`config.mk`:
```
export PLATFORM = sky130hd
export DESIGN_NAME = mem_arbiter_flat
export DESIGN_NICKNAME = d
export VERILOG_FILES = /design/src/rtl/mem_arbiter_if.sv /design/src/rtl/mem_arbiter.sv /design/src/flat_wrapper.sv
export SDC_FILE = /design/constraint.sdc
export NUM_CORES = 1
export LEC_CHECK = 0
export CAP_MARGIN = 10
export CORE_MARGIN = 4
export CORE_UTILIZATION = 37
export CTS_CLUSTER_SIZE = 25
export DETAILED_ROUTE_END_ITERATION = 10
export HOLD_SLACK_MARGIN = 0.03
export PLACE_DENSITY = 0.87
export SLEW_MARGIN = 20
export SYNTH_ARGS = -nofsm -noshare
export SYNTH_HDL_FRONTEND = slang
export SYNTH_SLANG_ARGS = --single-unit
```
`constraint.sdc`:
```
create_clock -name clk -period 5.4 [get_ports clk]
set_input_delay 1.35 -clock clk [delete_from_list [all_inputs] [get_ports clk]]
set_output_delay 1.35 -clock clk [all_outputs]
set_load 0.02 [all_outputs]
```
`src/rtl/mem_arbiter_if.sv`:
```
// -----------------------------------------------------------------------------
// mem_arbiter_if
// Bundles the arbiter's handshake and memory-bus signals.
//   Fetch port : i_req, i_addr (to arbiter); i_rdata, i_ready (from arbiter)
//   Data port  : d_req, d_we, d_addr, d_wdata (to arbiter); d_rdata, d_ready
//   Memory bus : m_en, m_we, m_addr, m_wdata (from arbiter); m_rdata (to arbiter)
//   Status     : busy (from arbiter)
// Modports:
//   slave  - the arbiter itself
//   master - the core plus memory surrounding the arbiter
// -----------------------------------------------------------------------------
interface mem_arbiter_if;
  logic        i_req;
  logic [31:0] i_addr;
  logic [31:0] i_rdata;
  logic        i_ready;
  logic        d_req;
  logic        d_we;
  logic [31:0] d_addr;
  logic [31:0] d_wdata;
  logic [31:0] d_rdata;
  logic        d_ready;
  logic        m_en;
  logic        m_we;
  logic [31:0] m_addr;
  logic [31:0] m_wdata;
  logic [31:0] m_rdata;
  logic        busy;

  modport slave (
    input  i_req, i_addr, d_req, d_we, d_addr, d_wdata, m_rdata,
    output i_rdata, i_ready, d_rdata, d_ready, m_en, m_we, m_addr, m_wdata, busy
  );

  modport master (
    output i_req, i_addr, d_req, d_we, d_addr, d_wdata, m_rdata,
    input  i_rdata, i_ready, d_rdata, d_ready, m_en, m_we, m_addr, m_wdata, busy
  );
endinterface

```
`src/rtl/mem_arbiter.sv`:
```
// -----------------------------------------------------------------------------
// mem_arbiter
// Shares one single-port, fixed-latency memory between an instruction-fetch
// port (I) and a data port (D). Each access runs IDLE -> ISSUE -> (WAIT) ->
// RESP. Data has priority, but after MAX_D_BURST consecutive D grants taken
// while a fetch was waiting, the fetch is granted next.
// Ports:
//   clk   - rising-edge clock
//   reset - synchronous, active-low reset (0 = reset)
//   bus   - mem_arbiter_if.slave: fetch/data handshakes, memory bus, busy
// Parameters:
//   MEM_LAT     - cycles from the m_en cycle to valid m_rdata (1..15)
//   MAX_D_BURST - max consecutive D grants while i_req is pending (1..15)
// -----------------------------------------------------------------------------
module mem_arbiter #(
  parameter int MEM_LAT     = 2,
  parameter int MAX_D_BURST = 4
) (
  input  logic          clk,
  input  logic          reset,
  mem_arbiter_if.slave  bus
);

  typedef enum logic [1:0] {IDLE, ISSUE, WAIT, RESP} state_t;
  typedef enum logic [1:0] {OWN_NONE, OWN_I, OWN_D} owner_t;

  localparam logic [3:0] LAT_M1    = 4'(MEM_LAT - 1);
  localparam logic [3:0] BURST_MAX = 4'(MAX_D_BURST);

  state_t      state_reg, state_next;
  owner_t      owner_reg, owner_next;
  logic [3:0]  burst_reg, burst_next;
  logic [3:0]  wait_reg,  wait_next;
  logic [31:0] addr_reg,  addr_next;
  logic [31:0] wdata_reg, wdata_next;
  logic        we_reg,    we_next;
  logic        force_i;

  always_ff @(posedge clk) begin
    if (!reset) begin
      state_reg <= IDLE;
      owner_reg <= OWN_NONE;
      burst_reg <= 4'd0;
      wait_reg  <= 4'd0;
      addr_reg  <= 32'd0;
      wdata_reg <= 32'd0;
      we_reg    <= 1'b0;
    end else begin
      state_reg <= state_next;
      owner_reg <= owner_next;
      burst_reg <= burst_next;
      wait_reg  <= wait_next;
      addr_reg  <= addr_next;
      wdata_reg <= wdata_next;
      we_reg    <= we_next;
    end
  end

  // A waiting fetch that has already watched MAX_D_BURST data grants go by
  // wins over data on this arbitration.
  assign force_i = bus.i_req && (burst_reg == BURST_MAX);

  always_comb begin
    state_next = state_reg;
    owner_next = owner_reg;
    burst_next = burst_reg;
    wait_next  = wait_reg;
    addr_next  = addr_reg;
    wdata_next = wdata_reg;
    we_next    = we_reg;

    case (state_reg)
      IDLE: begin
        if (bus.d_req && !force_i) begin
          owner_next = OWN_D;
          addr_next  = bus.d_addr;
          wdata_next = bus.d_wdata;
          we_next    = bus.d_we;
          // Only count D grants that actually made a fetch wait.
          if (bus.i_req)
            burst_next = (burst_reg == 4'hF) ? burst_reg : burst_reg + 4'd1;
          else
            burst_next = 4'd0;
          state_next = ISSUE;
        end else if (bus.i_req) begin
          owner_next = OWN_I;
          addr_next  = bus.i_addr;
          wdata_next = 32'd0;
          we_next    = 1'b0;
          burst_next = 4'd0;
          state_next = ISSUE;
        end
      end
      ISSUE: begin
        if (we_reg || (MEM_LAT == 1)) begin
          state_next = RESP;
        end else begin
          wait_next  = LAT_M1;
          state_next = WAIT;
        end
      end
      WAIT: begin
        wait_next = wait_reg - 4'd1;
        if (wait_reg == 4'd1)
          state_next = RESP;
      end
      RESP: begin
        owner_next = OWN_NONE;
        state_next = IDLE;
      end
      default: state_next = IDLE;
    endcase
  end

  // Outputs decode the registered state; rdata is a pass-through of m_rdata
  // in the response cycle so the memory's data reaches the core with no
  // extra register stage.
  assign bus.m_en    = (state_reg == ISSUE);
  assign bus.m_we    = (state_reg == ISSUE) && we_reg;
  assign bus.m_addr  = addr_reg;
  assign bus.m_wdata = wdata_reg;
  assign bus.busy    = (state_reg != IDLE);
  assign bus.i_ready = (state_reg == RESP) && (owner_reg == OWN_I);
  assign bus.d_ready = (state_reg == RESP) && (owner_reg == OWN_D);
  assign bus.i_rdata = (bus.i_ready && !we_reg) ? bus.m_rdata : 32'd0;
  assign bus.d_rdata = (bus.d_ready && !we_reg) ? bus.m_rdata : 32'd0;

endmodule

```
`src/flat_wrapper.sv`:
```
// flat-port wrapper written by rule: the top's interface ports become plain ports
module mem_arbiter_flat 
#(
  parameter int MEM_LAT     = 2,
  parameter int MAX_D_BURST = 4
)
  (clk, reset, bus_i_req, bus_i_addr, bus_d_req, bus_d_we, bus_d_addr, bus_d_wdata, bus_m_rdata, bus_i_rdata, bus_i_ready, bus_d_rdata, bus_d_ready, bus_m_en, bus_m_we, bus_m_addr, bus_m_wdata, bus_busy);
  mem_arbiter_if bus_i ();
  input  logic clk;
  input  logic reset;
  input wire logic [$bits(bus_i.i_req)-1:0] bus_i_req;
  input wire logic [$bits(bus_i.i_addr)-1:0] bus_i_addr;
  input wire logic [$bits(bus_i.d_req)-1:0] bus_d_req;
  input wire logic [$bits(bus_i.d_we)-1:0] bus_d_we;
  input wire logic [$bits(bus_i.d_addr)-1:0] bus_d_addr;
  input wire logic [$bits(bus_i.d_wdata)-1:0] bus_d_wdata;
  input wire logic [$bits(bus_i.m_rdata)-1:0] bus_m_rdata;
  output wire logic [$bits(bus_i.i_rdata)-1:0] bus_i_rdata;
  output wire logic [$bits(bus_i.i_ready)-1:0] bus_i_ready;
  output wire logic [$bits(bus_i.d_rdata)-1:0] bus_d_rdata;
  output wire logic [$bits(bus_i.d_ready)-1:0] bus_d_ready;
  output wire logic [$bits(bus_i.m_en)-1:0] bus_m_en;
  output wire logic [$bits(bus_i.m_we)-1:0] bus_m_we;
  output wire logic [$bits(bus_i.m_addr)-1:0] bus_m_addr;
  output wire logic [$bits(bus_i.m_wdata)-1:0] bus_m_wdata;
  output wire logic [$bits(bus_i.busy)-1:0] bus_busy;
  assign bus_i.i_req = bus_i_req;
  assign bus_i.i_addr = bus_i_addr;
  assign bus_i.d_req = bus_d_req;
  assign bus_i.d_we = bus_d_we;
  assign bus_i.d_addr = bus_d_addr;
  assign bus_i.d_wdata = bus_d_wdata;
  assign bus_i.m_rdata = bus_m_rdata;
  assign bus_i_rdata = bus_i.i_rdata;
  assign bus_i_ready = bus_i.i_ready;
  assign bus_d_rdata = bus_i.d_rdata;
  assign bus_d_ready = bus_i.d_ready;
  assign bus_m_en = bus_i.m_en;
  assign bus_m_we = bus_i.m_we;
  assign bus_m_addr = bus_i.m_addr;
  assign bus_m_wdata = bus_i.m_wdata;
  assign bus_busy = bus_i.busy;
  mem_arbiter #(.MEM_LAT(MEM_LAT), .MAX_D_BURST(MAX_D_BURST)) u_core (.clk(clk), .reset(reset), .bus(bus_i));
endmodule
```
==> results of run 1 <==
==> cells in the final DEF (no fill, tap or decap), types with 6 or more instances in the layout <==
cell type and n:
clkdlybuf4s50_1 265, dfxtp_1 77, a21oi_1 68, and2_1 65
nand2_1 49, o21ai_0 42, a22o_1 33, inv_1 9
clkbuf_8 9, ha_1 8, buf_4 6
==> worst max-delay path: cells and delay by family <==
family / cells / cell delay, ns
buffers and inverters: 2 / 1.10
and+or+nand+nor: 1 / 0.13
==> metrics by stage <==
stage	std cells	power, W	setup WS (ns)	cell area (um^2)	util [%]
6_report	805	0.00242	1.47	6450	69.8
5_1_grt	805	0.00257	1.45	6450	69.8
4_1_cts	805	0.00244	1.48	6450	69.8
3_5_place_dp	789	0.00196	1.48	6230	67.5
3_3_place_gp	789	0.00192	1.48	6230	67.5
2_1_floorplan	422	0.00145	2.49	3520	-
==> layout make-up <==
cell class / instances / area, um^2 / share of cell area, %
Clock buffer: 9 / 124 / 1.92
Clock inverter: 7 / 88.8 / 1.38
Inverter: 9 / 33.8 / 0.524
Multi-Input combinational cell: 303 / 1800 / 28.0
Sequential cell: 77 / 1540 / 23.9
Tap cell: 129 / 161 / 2.50
Timing Repair Buffer: 271 / 2700 / 41.8
==> layer usage <==
metal / global-route usage (%) / vias to the layer above
met1: 25.0 / 1851
li1: - / 1968
met2: 39.7 / 188
met3: 8.45 / 20
met5: 0 / -
met4: 7.03 / 0
==> kinds of logic (layout without fill, tap and decap cells) <==
logic type               after synthesis  in the layout  share of synthesized area [%]
AND/OR/NAND/NOR                      138            138                           20.9
buffers and inverters                 42            296                           5.47
multiplexers                           1              1                          0.284
flip-flops                            77             77                           43.8
AO/OA/AOI/OAI                        156            156                           26.7
adder cells (fa/ha/maj)                8              8                           2.84
==> power by group through the flow <==
stage	logic [W]	clock network [W]	registers, W
6_report	0.00113	0.000474	0.000815
5_1_grt	0.00123	0.000510	0.000835
4_1_cts	0.00114	0.000483	0.000815
3_5_place_dp	0.00113	0	0.000826
3_3_place_gp	0.00111	0	0.000817
2_1_floorplan	0.000477	0	0.000970
==> final timing paths <==
path,endpoint,slack (ns),cells after the start
max,bus_i_rdata[15],1.47,3
min,u_core.bus.m_wdata[9],0.48,1
max reg2reg,u_core.bus.m_wdata[13],3.22,7
min reg2reg,u_core.bus.m_wdata[9],0.48,1
==> reports/summary.md, run 1 <==
At the pin with the least slew margin, the transition time is 0.650 ns. Per report_power, the combinational group accounts for 46.7% of the total. Ranked by total cell area, the synthesized netlist is headed by dfxtp_1, and2_1, a21oi_1. The data arrival time of the critical path was 2.58 ns. Of the total power, the share spent switching nets is 39.2%. Of all flip-flops after synthesis, the portion carrying an async set or reset was 0%. The tools report the number of distinct library cells after synthesis as 34. Dividing the detail-routed wire length by the instance count gives 16.3 um. STA classifies the critical path startpoint as a primary input.

Detailed placement finished with a half-perimeter wire length of 10100 um. For this design the top-level I/O count stands at 266. The number of antenna violations at the first check in global routing was 0; the number of synthesized register bits was 77.

The met1 wire length came out at 5000 um. Cell with the largest stage delay on the worst path: clkdlybuf4s50_1. The internal power of the cells totals 0.00147 W. The area of the core region is 9240 um^2. The maximum count of clock buffers along a single path was 2; the total via count in the routed design was 4027. After detailed routing, the total wire length is 13100 um.

Dividing the final minimum period by the clock period gives 72.7%. The DRC violations left was 0. Global-route congestion overflow total: 0. The count of nets left with antenna violations once routing finished came out at 0.

Of the synthesized area, sequential elements account for 43.8%. The final count of hold timing violations was 0. Highest metal layer used by the detailed router: met4. In this run the power density over the cells is 375 nW/um^2. By count the netlist is led by dfxtp_1, a21oi_1, and2_1. The first global-routing pass estimated 20300 um of wire. Entering global routing, the biggest net connects 53 pins. The number of buffers inserted by hold repair at cts was 0. The top-area cell type share of the netlist area was 43.8%. The flow ran to the end, and the final reports show no timing, DRC or antenna violations. The cell area that synthesis handed to floorplanning was 3520 um^2.

The most common cell in the netlist is dfxtp_1. The TritonCTS buffer count was 9; the maximum level of the CTS H-tree was 3. For the total number of yosys warnings, the log shows 0.

In this run the core area contains 35 standard-cell rows. Most frequent cell on the critical path: clkdlybuf4s50_1. The min-delay analysis places its worst path in the category reg -> reg. TritonCTS built the clock tree.

For the number of inserted diodes, the log shows 0. The tools report the startpoint of the most critical register-to-register path as u_core.state_reg[0]. The floorplan die height is 106 um. The biggest fanout along the worst timing path is 2. In this run the most critical hold path is launched from u_core.bus.m_wdata[9]. In this run the tool buffered the top-level ports with 265 buffer cells. The total net switching power was 0.000949 W; the total number of nets in the final design was 812. For the final routed database, the setup TNS stands at 0 ns.

The number of violations reported at the end of detailed-routing iteration 0 was 218. From synthesis to final layout, the design area changed by 83.3%. The leading register cell type out of synthesis was dfxtp_1.

Dividing the detail-routed via count by the number of cells gives 5.00. Global routing used 22.5% of the available tracks. At the worst endpoint, the required time is 4.05 ns.

The tools report the buffer type at the clock tree root as clkbuf_8. The critical path starts at bus_m_rdata[15]. The biggest area consumer among synthesized cells was dfxtp_1. The total die area was 11100 um^2; the count of filler cells inserted in the layout was 711. For the worst-skew pair, the clock arrives at the later sink with an insertion delay of 0.35 ns. The routed design uses 6540 um of met2 wire.

Setup repair after global routing left no endpoint under its margin. The tools report the number of iterations in the first detailed-routing pass as 5. Traced cell by cell, the critical path runs through clkdlybuf4s50_1 -> and2_1 -> clkdlybuf4s50_1. The endpoint class of the critical path was an output pin. In this run the tightest slew margin relative to its limit is 56.5%.

The max-cap violation count is 0, and the effective utilization at floorplan is 38.1%. The type of the worst setup path is in -> out. For this design, the sink count on the clock tree is 77. The mean post-synth cell area works out to 8.34 um^2. The analysis attributes to cell leakage a power of 2.50 nW. Counting flops with a built-in enable in the synthesized netlist gives 0. When the netlist entered floorplanning its net count stood at 563.

The wire length on met3 was 1290 um; the shortest clock period the worst path allows after layout was 3.93 ns. Registers are responsible for 33.7% of the overall power. For the worst hold-check slack, the log shows 0.482 ns. From left edge to right edge, the die measures 106 um.

At the end of routability-driven placement, the weighted congestion stood at 0.803. The ratio of cells with drive above 1 in the final layout came out at 4.14%. Max-slew violation count: 0.

IR analysis of the VDD net gives a maximum drop of 0.000215 V. The clock network burns 19.6% of the power. Clock-pin slew was measured on the worst setup and hold paths at 0.09 ns. The largest stage delay on the critical path is 0.64 ns. Buffers added to address setup during post-CTS repair amount to 0. Gates resized during post-CTS repair numbered 0. Clock skew on the completed layout was measured at 0.0108 ns.

The setup-violating endpoint count in the final report is 0, and the number of instances in the synthesized netlist is 422. Static timing analysis puts the maximum clock frequency at 255 MHz. The tools report the number of global-route vias before repair as 3934.
Power figures use the tool's default switching activity.
==> run 2, diff against run 1 <==
--- a/config.mk
+++ b/config.mk
@@ -7,11 +7,11 @@
 export LEC_CHECK = 0
 export CAP_MARGIN = 10
 export CORE_MARGIN = 4
-export CORE_UTILIZATION = 37
+export CORE_UTILIZATION = 34
 export CTS_CLUSTER_SIZE = 25
 export DETAILED_ROUTE_END_ITERATION = 10
 export HOLD_SLACK_MARGIN = 0.03
-export PLACE_DENSITY = 0.87
+export PLACE_DENSITY = 0.81
 export SLEW_MARGIN = 20
 export SYNTH_ARGS = -nofsm -noshare
 export SYNTH_HDL_FRONTEND = slang
==> constraint.sdc (replaced) <==
create_clock -name clk -period 3.66 [get_ports clk]
set_input_delay 0.915 -clock clk [delete_from_list [all_inputs] [get_ports clk]]
set_output_delay 0.915 -clock clk [all_outputs]
set_load 0.02 [all_outputs]
==> reports/summary.md, run 2 (synthesis results as in run 1) <==
For the total number of nets in the final design, the log shows 817 (+0.62%). The count of antenna-violating nets left after detailed routing came out at 0 (unchanged). The biggest fanout along the worst timing path works out to 22 (+20). The register clock-pin slew on the reported worst setup and hold paths is 0.08 ns (about the same). The flow ran to the end, and the final reports show no timing, DRC or antenna violations. The worst setup path is captured at an output pin. The final cell count without fillers is 814 (+1.1%), and the maximum level of the CTS H-tree is 3 (unchanged). The remaining max-slew budget at the tightest pin was 59.9% (+3.4 points); the power density of the placed cells was 540 nW/um^2 (+44%). The shortest clock period the worst path allows after layout is 3.15 ns, and the standard cell area after detailed placement is 6280 um^2 (+0.68%).

The number of resized instances in the post-cts repair step was 0 (unchanged). The launch point of the worst path is u_core.state_reg[0]. The tools report the setup-violating endpoint count in the final report as 0 (unchanged). The library cells used most frequently in the layout, excluding fill and tap cells, are clkdlybuf4s50_1, dfxtp_1, a21oi_1, and2_1, nand2_1. For the number of iterations in the first detailed-routing pass, the log shows 4 (-1). The DRC violations left is 0 (unchanged), and the floorplan die height is 110 um (+4.0%). The kind of start point of the critical path was a register.

The most critical setup path has its endpoint at bus_d_rdata[12]. The final critical path takes up 86.0% of the cycle. The number of cell rows was 36 (+2.9%). The average detailed-routed wire length per instance is 16.4 um (+0.78%), and the final weighted congestion of routability-driven global placement is 0.793 (-1.3%). The global-route wire length before repair came out at 20200 um (-0.88%). The overall die width is 110 um (+4.0%). The cell total after placement came out at 798 (+1.1%). The measured slew at the worst slew-check pin works out to 0.602 ns (-0.0483 ns). Total power draw: 0.00348 W (+44%). The logs give 12000 um^2 (+8.1%) for the total die area and 0 (unchanged) for the global-route congestion overflow total. Total via count in the routed design: 4027 (unchanged).

The count of port buffers added during placement works out to 265 (unchanged). The final wirelength was 13300 um (+1.9%). The startpoint of the most critical register-to-register path is u_core.state_reg[0]. TritonCTS built the clock tree. The worst reg2reg path depth came out at 7 (unchanged). Setup repair after global routing left no endpoint under its margin. The area of the core region came out at 9910 um^2 (+7.2%). The tools report the data required time at the worst endpoint as 2.74 ns (-1.31 ns). The path category of the worst min-delay check is reg -> reg.

The root buffer cell chosen for the clock tree is clkbuf_8. The ratio of cells with drive above 1 in the final layout was 4.55% (+0.41 points). The leakage power of the design was 2.50 nW (+0.33%); the worst clock skew was 0.0163 ns (+0.00546 ns).

The clock sink count was 77 (unchanged). The max-cap violation count is 0 (unchanged), and the internal reg-to-reg setup slack is 1.57 ns (-1.65 ns). The growth of design area from synthesis to finish is 83.3% (about the same), and the final instance area is 6450 um^2 (about the same). The worst register-to-register path ends at u_core.burst_reg[0]. The run gives 10500 um (+4.3%) as the placed wire-length estimate.

The number of inserted diodes was 0 (unchanged). The worst setup path is of the reg -> out kind. Most common cell after layout, fill and taps aside: clkdlybuf4s50_1. The maximum count of clock buffers along a single path was 2 (unchanged); the effective utilization at floorplan was 35.5% (-2.6 points).

The global-route total usage across every layer was 21.4% (-1.1 points). The run gives 266 (unchanged) as the I/O pin total. The number of buffers inserted by hold repair at cts is 0 (unchanged). The logs give 0 (unchanged) for the final count of hold timing violations and 243 (+11%) for the number of violations reported at the end of detailed-routing iteration 0. The insertion delay of the later-clocked pin in the worst-skew pair is 0.35 ns (about the same), and the max-slew violation count is 0 (unchanged). The logs give 0 ns (unchanged) for the setup TNS after final layout and 4094 (+4.1%) for the number of global-route vias before repair. For this run, the top clock speed supported by timing is 318 MHz.

For the peak supply drop, the log shows 0.000362 V (+68%). For the maximum number of pins on one net before global-route repair, the log shows 53 (unchanged). The tools report the post-CTS repair timing setup buffer count as 0 (unchanged). The logs give 2.23 ns (-0.35 ns) for the data arrival time of the critical path and 9 (unchanged) for the TritonCTS buffer count. The via density per instance is 4.95 (-1.1%), and the number of antenna violations at the first check in global routing is 0 (unchanged).
[run 2: cell count changes in the layout (fill, tap and decap cells not counted)]
cell       previous run  this run
o21a_1                0         1
clkinv_4              0         1
inv_8                 3         0
bufinv_16             1         0
o21a_2                1         0
nand2_1              49        50
nand2_2               1         0
clkinv_2              0         3
buf_4                 6        11
[run 2: worst min path at each step]
stage                                start                endpoint  slack, ns  cells after the start
CTS                 u_core.bus.m_wdata[17]  u_core.bus.m_wdata[17]       0.48                      1
global route        u_core.bus.m_wdata[28]  u_core.bus.m_wdata[28]       0.49                      1
detailed placement  u_core.bus.m_wdata[17]  u_core.bus.m_wdata[17]       0.45                      1
global placement    u_core.bus.m_wdata[31]  u_core.bus.m_wdata[31]       0.46                      1
finish              u_core.bus.m_wdata[28]  u_core.bus.m_wdata[28]       0.48                      1
floorplan              u_core.owner_reg[1]     u_core.owner_reg[1]       0.46                      2
[run 2: report_power, final]
group	internal (W)	switching, W
logic	0.000788	0.000913
registers	0.00107	0.000136
clock network	0.000248	0.000327
total	0.00210	0.00138
[run 2: final cells by class]
class                      instances  area (um^2)
multi-input combinational        303         1800
inverter                           9         33.8
sequential                        77         1540
tap                              133          166
timing repair buffer             276         2740
clock inverter                     7         48.8
fill                             851         3460
clock buffer                       9          124
[run 2: critical path: stages (launching register included)]
cell,delay [ns]
dfxtp_1,0.41
ha_1,0.23
nand2_1,0.10
nor3_2,0.14
buf_4,0.24
and2_1,0.16
clkdlybuf4s50_1,0.62
[run 2: routing by layer]
layer  up-vias  share of wire [%]  wire (um)  global-route usage [%]
met2       194                 50       6630                    38.6
met4         0                3.1        410                    7.84
li1       1968                  -          -                       -
met5         -                  0          0                       0
met1      1834                 37       4880                    22.0
met3        31                 11       1420                    9.04
[run 2: stage by stage]
step	setup slack [ns]	utilization [%]	hold WS (ns)
5_1_grt	0.320	65.1	0.490
3_5_place_dp	0.600	63.3	0.454
3_3_place_gp	0.614	63.3	0.457
2_1_floorplan	1.37	-	0.463
4_1_cts	0.455	65.1	0.482
6_report	0.513	65.1	0.477
